**src/rtl/sr_flag_pkg.sv**
```systemverilog
// Shared types and default sizes for the SR flag bank.
// Report FSM states are defined here so every file uses the same encoding.
package sr_flag_pkg;

  typedef enum logic {
    IDLE   = 1'b0,
    REPORT = 1'b1
  } state_e;

  localparam int WIDTH_DEF = 8;
  localparam int CNT_W_DEF = 8;

endpackage

```
**src/rtl/sr_cell.sv**
```systemverilog
// One clocked SR flag bit with a registered rising-edge pulse.
// Set and reset both asserted hold the bit and raise a combinational conflict.
module sr_cell (
  input  logic clk,
  input  logic reset_n,
  input  logic en,
  input  logic s,
  input  logic r,
  output logic q,
  output logic rise,
  output logic conflict
);

  logic q_d, q_q;
  logic rise_d, rise_q;

  always_comb begin
    q_d = q_q;
    if (en && s && !r)      q_d = 1'b1;
    else if (en && !s && r) q_d = 1'b0;
    // Rise is taken against the next value, so a disabled cycle yields zero.
    rise_d = q_d & ~q_q;
  end

  assign conflict = en & s & r;

  always_ff @(posedge clk) begin
    if (!reset_n) begin
      q_q    <= 1'b0;
      rise_q <= 1'b0;
    end else begin
      q_q    <= q_d;
      rise_q <= rise_d;
    end
  end

  assign q    = q_q;
  assign rise = rise_q;

endmodule

```
**src/rtl/sr_flag_bank.sv**
```systemverilog
// Bank of SR flags with a saturating conflict counter and a valid/ready
// conflict report that captures the first offending mask and flags overflow.
module sr_flag_bank
  import sr_flag_pkg::*;
#(
  parameter int WIDTH = WIDTH_DEF,
  parameter int CNT_W = CNT_W_DEF
) (
  input  logic             clk,
  input  logic             reset_n,
  input  logic             en,
  input  logic [WIDTH-1:0] s,
  input  logic [WIDTH-1:0] r,
  input  logic             cnt_clr,
  output logic [WIDTH-1:0] q,
  output logic [WIDTH-1:0] q_rise,
  output logic [CNT_W-1:0] conflict_cnt,
  output logic             err_valid,
  input  logic             err_ready,
  output logic [WIDTH-1:0] err_mask,
  output logic             err_ovf
);

  localparam logic [CNT_W-1:0] CNT_MAX = {CNT_W{1'b1}};
  localparam logic [CNT_W-1:0] CNT_ONE = {{(CNT_W-1){1'b0}}, 1'b1};

  logic [WIDTH-1:0] conf_vec;
  logic             conflict;

  for (genvar i = 0; i < WIDTH; i++) begin : g_cell
    sr_cell u_cell (
      .clk      (clk),
      .reset_n  (reset_n),
      .en       (en),
      .s        (s[i]),
      .r        (r[i]),
      .q        (q[i]),
      .rise     (q_rise[i]),
      .conflict (conf_vec[i])
    );
  end

  assign conflict = |conf_vec;

  logic [CNT_W-1:0] cnt_d, cnt_q;

  always_comb begin
    cnt_d = cnt_q;
    if (cnt_clr)                         cnt_d = conflict ? CNT_ONE : '0;
    else if (conflict && cnt_q != CNT_MAX) cnt_d = cnt_q + CNT_ONE;
  end

  always_ff @(posedge clk) begin
    if (!reset_n) cnt_q <= '0;
    else          cnt_q <= cnt_d;
  end

  assign conflict_cnt = cnt_q;

  state_e           state_d, state_q;
  logic [WIDTH-1:0] mask_d, mask_q;
  logic             ovf_d, ovf_q;
  logic             valid_d, valid_q;

  always_comb begin
    state_d = state_q;
    mask_d  = mask_q;
    ovf_d   = ovf_q;
    case (state_q)
      IDLE: begin
        if (conflict) begin
          state_d = REPORT;
          mask_d  = conf_vec;
          ovf_d   = 1'b0;
        end
      end
      REPORT: begin
        if (err_ready) begin
          // A new conflict in the accept cycle becomes the next report.
          state_d = conflict ? REPORT : IDLE;
          mask_d  = conflict ? conf_vec : '0;
          ovf_d   = 1'b0;
        end else if (conflict) begin
          ovf_d = 1'b1;
        end
      end
      default: begin
        state_d = IDLE;
        mask_d  = '0;
        ovf_d   = 1'b0;
      end
    endcase
    valid_d = (state_d == REPORT);
  end

  always_ff @(posedge clk) begin
    if (!reset_n) begin
      state_q <= IDLE;
      mask_q  <= '0;
      ovf_q   <= 1'b0;
      valid_q <= 1'b0;
    end else begin
      state_q <= state_d;
      mask_q  <= mask_d;
      ovf_q   <= ovf_d;
      valid_q <= valid_d;
    end
  end

  assign err_valid = valid_q;
  assign err_mask  = mask_q;
  assign err_ovf   = ovf_q;

endmodule

```
**config.mk**
```make
export PLATFORM = sky130hd
export DESIGN_NAME = sr_flag_bank
export DESIGN_NICKNAME = d
export VERILOG_FILES = /design/src/rtl/sr_flag_pkg.sv /design/src/rtl/sr_cell.sv /design/src/rtl/sr_flag_bank.sv
export SDC_FILE = /design/constraint.sdc
export NUM_CORES = 1
export LEC_CHECK = 0
export ABC_AREA = 1
export CAP_MARGIN = 15
export CORE_MARGIN = 10
export CORE_UTILIZATION = 48
export DETAILED_ROUTE_END_ITERATION = 8
export GPL_TIMING_DRIVEN = 0
export MAX_ROUTING_LAYER = met4
export PLACE_DENSITY = 0.88
export REMOVE_ABC_BUFFERS = 1
export SYNTH_ARGS = -nofsm -noshare
export SYNTH_HDL_FRONTEND = slang
export SYNTH_SLANG_ARGS = --single-unit
```
**constraint.sdc**
```tcl
create_clock -name clk -period 3.7 [get_ports clk]
set_input_delay 0.555 -clock clk [delete_from_list [all_inputs] [get_ports clk]]
set_output_delay 0.555 -clock clk [all_outputs]
set_load 0.02 [all_outputs]
```
==> flow_summary.toml <==
[timing]
finalSetupTns_ns = 0
relSlewSlack = 0.555
fin_skew_ns = 0.00807
rsz0062_at_grt = "false"
post-route-period-util = 0.577
fmax_ghz = 0.469
worst_pin_slew_ns = 0.665
period_needed_ns = 2.13
drv_slew = 0
setup_viol_count_final = 0
hold_viol = 0

[clock_network]
cts_made_buffers = 5
post_cts_resized = 0
clk_pin_slew_ns = 0.10
cts.root.buffer_cell = "clkbuf_4"
htreeDepth = 2
cts_setup_buffers = 0
cts.path.max_buffers = 2
cts_tree = "done"
clock_sinks = 34
cts_hold_buf = 0
worstSkewPairLatency_ns = 0.33

[detailed_routing]
wirelength_um = 3840
wl_per_cell_um = 13.5
vias = 1427
via_per_inst = 5.02
drt-initial-drc-count = 41
dr.pass1.iters = 4
drc = 0
drtAntennaViolNets = 0

[placement]
port_buffers = 54
hpwl_um = 3000
place_inst = 278
gp_congestion = 0.837

[setup_path]
cp.arrival_ns = 2.32
path_buf_inv = 1
cpLargestDelayFamily = "simple AND/OR/NAND/NOR gates"
crit_chain = "clkdlybuf4s50_1, nand3_1, nand2_1, nor2_2, nand2_4, nand2_4, nand2_2, nand2_1, a21oi_1"
worstSetupPathType = "input pin to flip-flop"
cpPeakStageDelay_ns = 0.76
cp-start-kind = "input pin"
critical_path.slowest_cell = "clkdlybuf4s50_1"
crit-reg2reg-launch = "conflict_cnt[0]"
path_max_fanout = 17
rrSetupSlack_ns = 2.02
worst_r2r_endpoint = "conflict_cnt[0]"
cp.required_ns = 3.89
reg2regPathDepth = 8
cp-end-kind = "flip-flop"

[floorplanning]
start_util = 0.510
die_area_um2 = 5990
core_um2 = 3100
ios = 55
die_h_um = 77.4
core.rowCount = 20
die_x_um = 77.4

[yosys]
synthesis.area_um2 = 1580
synth_xor_area_frac = 0.00553
seq_area_frac_synth = 0.430
synth_compound_area_frac = 0.138
synth_cell_types = 28
synth_top_area_share = 0.430
synthMuxAreaShare = 0
synth-seq-cells = 34
syn_area_per_cell_um2 = 7.91
yosysWarnings = 0
synth_top_area_cell = "dfxtp_1"
synth_area_leaders = "dfxtp_1, buf_4, a21oi_1"
syn_inst = 200
synth-simple-area-share = 0.289
synth-adder-area-share = 0.00791
synth_top_family_by_area = "simple AND/OR/NAND/NOR gates"

[global_routing]
grt_usage = 0.131
grt_pass1_wl_um = 6380
antenna_found_initial = 0
overflow = 0
grt_pass1_vias = 1311
grt_max_degree = 22

[final_layout]
drive_gt1_frac = 0.0833
diodes = 0
nFillCells = 289
fin_cells = 284
area_delta_synth_final_pct = 31.1
layout.nets = 263

[hold_path]
min_to = "g_cell[0].u_cell.rise"
min_from = "g_cell[0].u_cell.q"
hold_path_class = "flip-flop to flip-flop"
whs_path_depth = 1

[power_and_ir_drop]
worst_ir_drop_vdd_mv = 0.199
power_density_nw_per_um2 = 357
p_leak_nw = 0.799

[run_status]
outcome = "finished, final reports clean"

[flow_run]
maxCapViolCount = 0
[state kept, by name, indices dropped and copies added, names as in the netlist]
name	flops
g_cell.u_cell.rise	8
g_cell.u_cell.q	8
err_valid	1
err_mask	8
err_ovf	1
conflict_cnt	8
[metal layers]
| layer | part of all wire | up-vias | GRT usage |
|---|---|---|---|
| met3 | 0.033 | 13 | 0.0300 |
| met1 | 0.46 | 642 | 0.152 |
| met2 | 0.49 | 42 | 0.216 |
| li1 | - | 730 | - |
| met5 | 0 | - | - |
| met4 | 0.016 | 0 | 0.0493 |
[report_power, final]
| part | switching (mW) | internal (mW) |
|---|---|---|
| Combinational | 0.0809 | 0.0669 |
| Clock | 0.116 | 0.0856 |
| Sequential | 0.0105 | 0.381 |
[layout by cell type, fill, tap and decap left out, drive strengths merged]
cell	synthesis	routed
nor3	2	2
xnor2	1	1
nor2b	6	6
a211oi	7	7
or2	1	1
nor2	28	28
nor3b	1	1
clkbuf	2	6
o21ai	11	11
and2b	1	1
nand2	30	30
a21oi	22	22
nand4	3	3
ha	1	1
nand3	17	17
dfxtp	34	34
inv	14	14
nor4	1	1
clkdlybuf4s50	0	54
[worst max path at each step]
stage          slack [ns]  cells past startpoint       startpoint              end
2_1_floorplan        2.14                      8  conflict_cnt[0]  conflict_cnt[4]
3_3_place_gp         1.27                      9               en  conflict_cnt[4]
3_5_place_dp         1.20                      9               en  conflict_cnt[0]
4_1_cts              1.56                      9               en  conflict_cnt[0]
5_1_grt              1.40                      9               en  conflict_cnt[4]
6_report             1.57                      9               en  conflict_cnt[0]
[synth_stat cells]
master    number
inv_2          1
nor2_1        26
nor3_1         2
nand2_1       23
a211oi_1       7
xnor2_1        1
nand4_1        3
nand3_1       15
buf_6          1
nand3_2        1
a21oi_1       22
nand2_4        2
buf_8          1
buf_4         16
nor2_2         1
nand3_4        1
nor4_1         1
inv_1         13
nor2_4         1
nand2_2        5
o21ai_0       11
or2_2          1
clkbuf_1       2
nor2b_1        6
ha_1           1
nor3b_2        1
dfxtp_1       34
and2b_1        1
[metrics by stage]
stage	hold WS, ns	setup slack, ns	total power [mW]	instance area (um^2)	utilization
3_3_place_gp	0.441	1.27	0.545	2020	0.652
3_5_place_dp	0.449	1.20	0.549	2020	0.652
5_1_grt	0.496	1.40	0.774	2080	0.669
2_1_floorplan	0.519	2.14	0.475	1430	-
4_1_cts	0.472	1.56	0.744	2080	0.669
6_report	0.470	1.57	0.741	2080	0.669
[kinds of logic (layout without fill, tap and decap cells)]
| kind of cell | after synthesis | after routing |
|---|---|---|
| buf+inv | 34 | 74 |
| simple gates | 90 | 90 |
| xor+xnor | 1 | 1 |
| flops | 34 | 34 |
| compound gates | 40 | 40 |
| fa+ha+maj | 1 | 1 |
[cell type report]
class / count / area [um^2] / share of cell area
tap: 44 / 55.1 / 0.0265
sequential: 34 / 681 / 0.328
multi-input combinational: 132 / 696 / 0.335
clock buffer: 6 / 51.3 / 0.0247
timing repair buffer: 54 / 541 / 0.260
inverter: 14 / 52.6 / 0.0253
No activity file was read; power rests on OpenSTA's default activity.
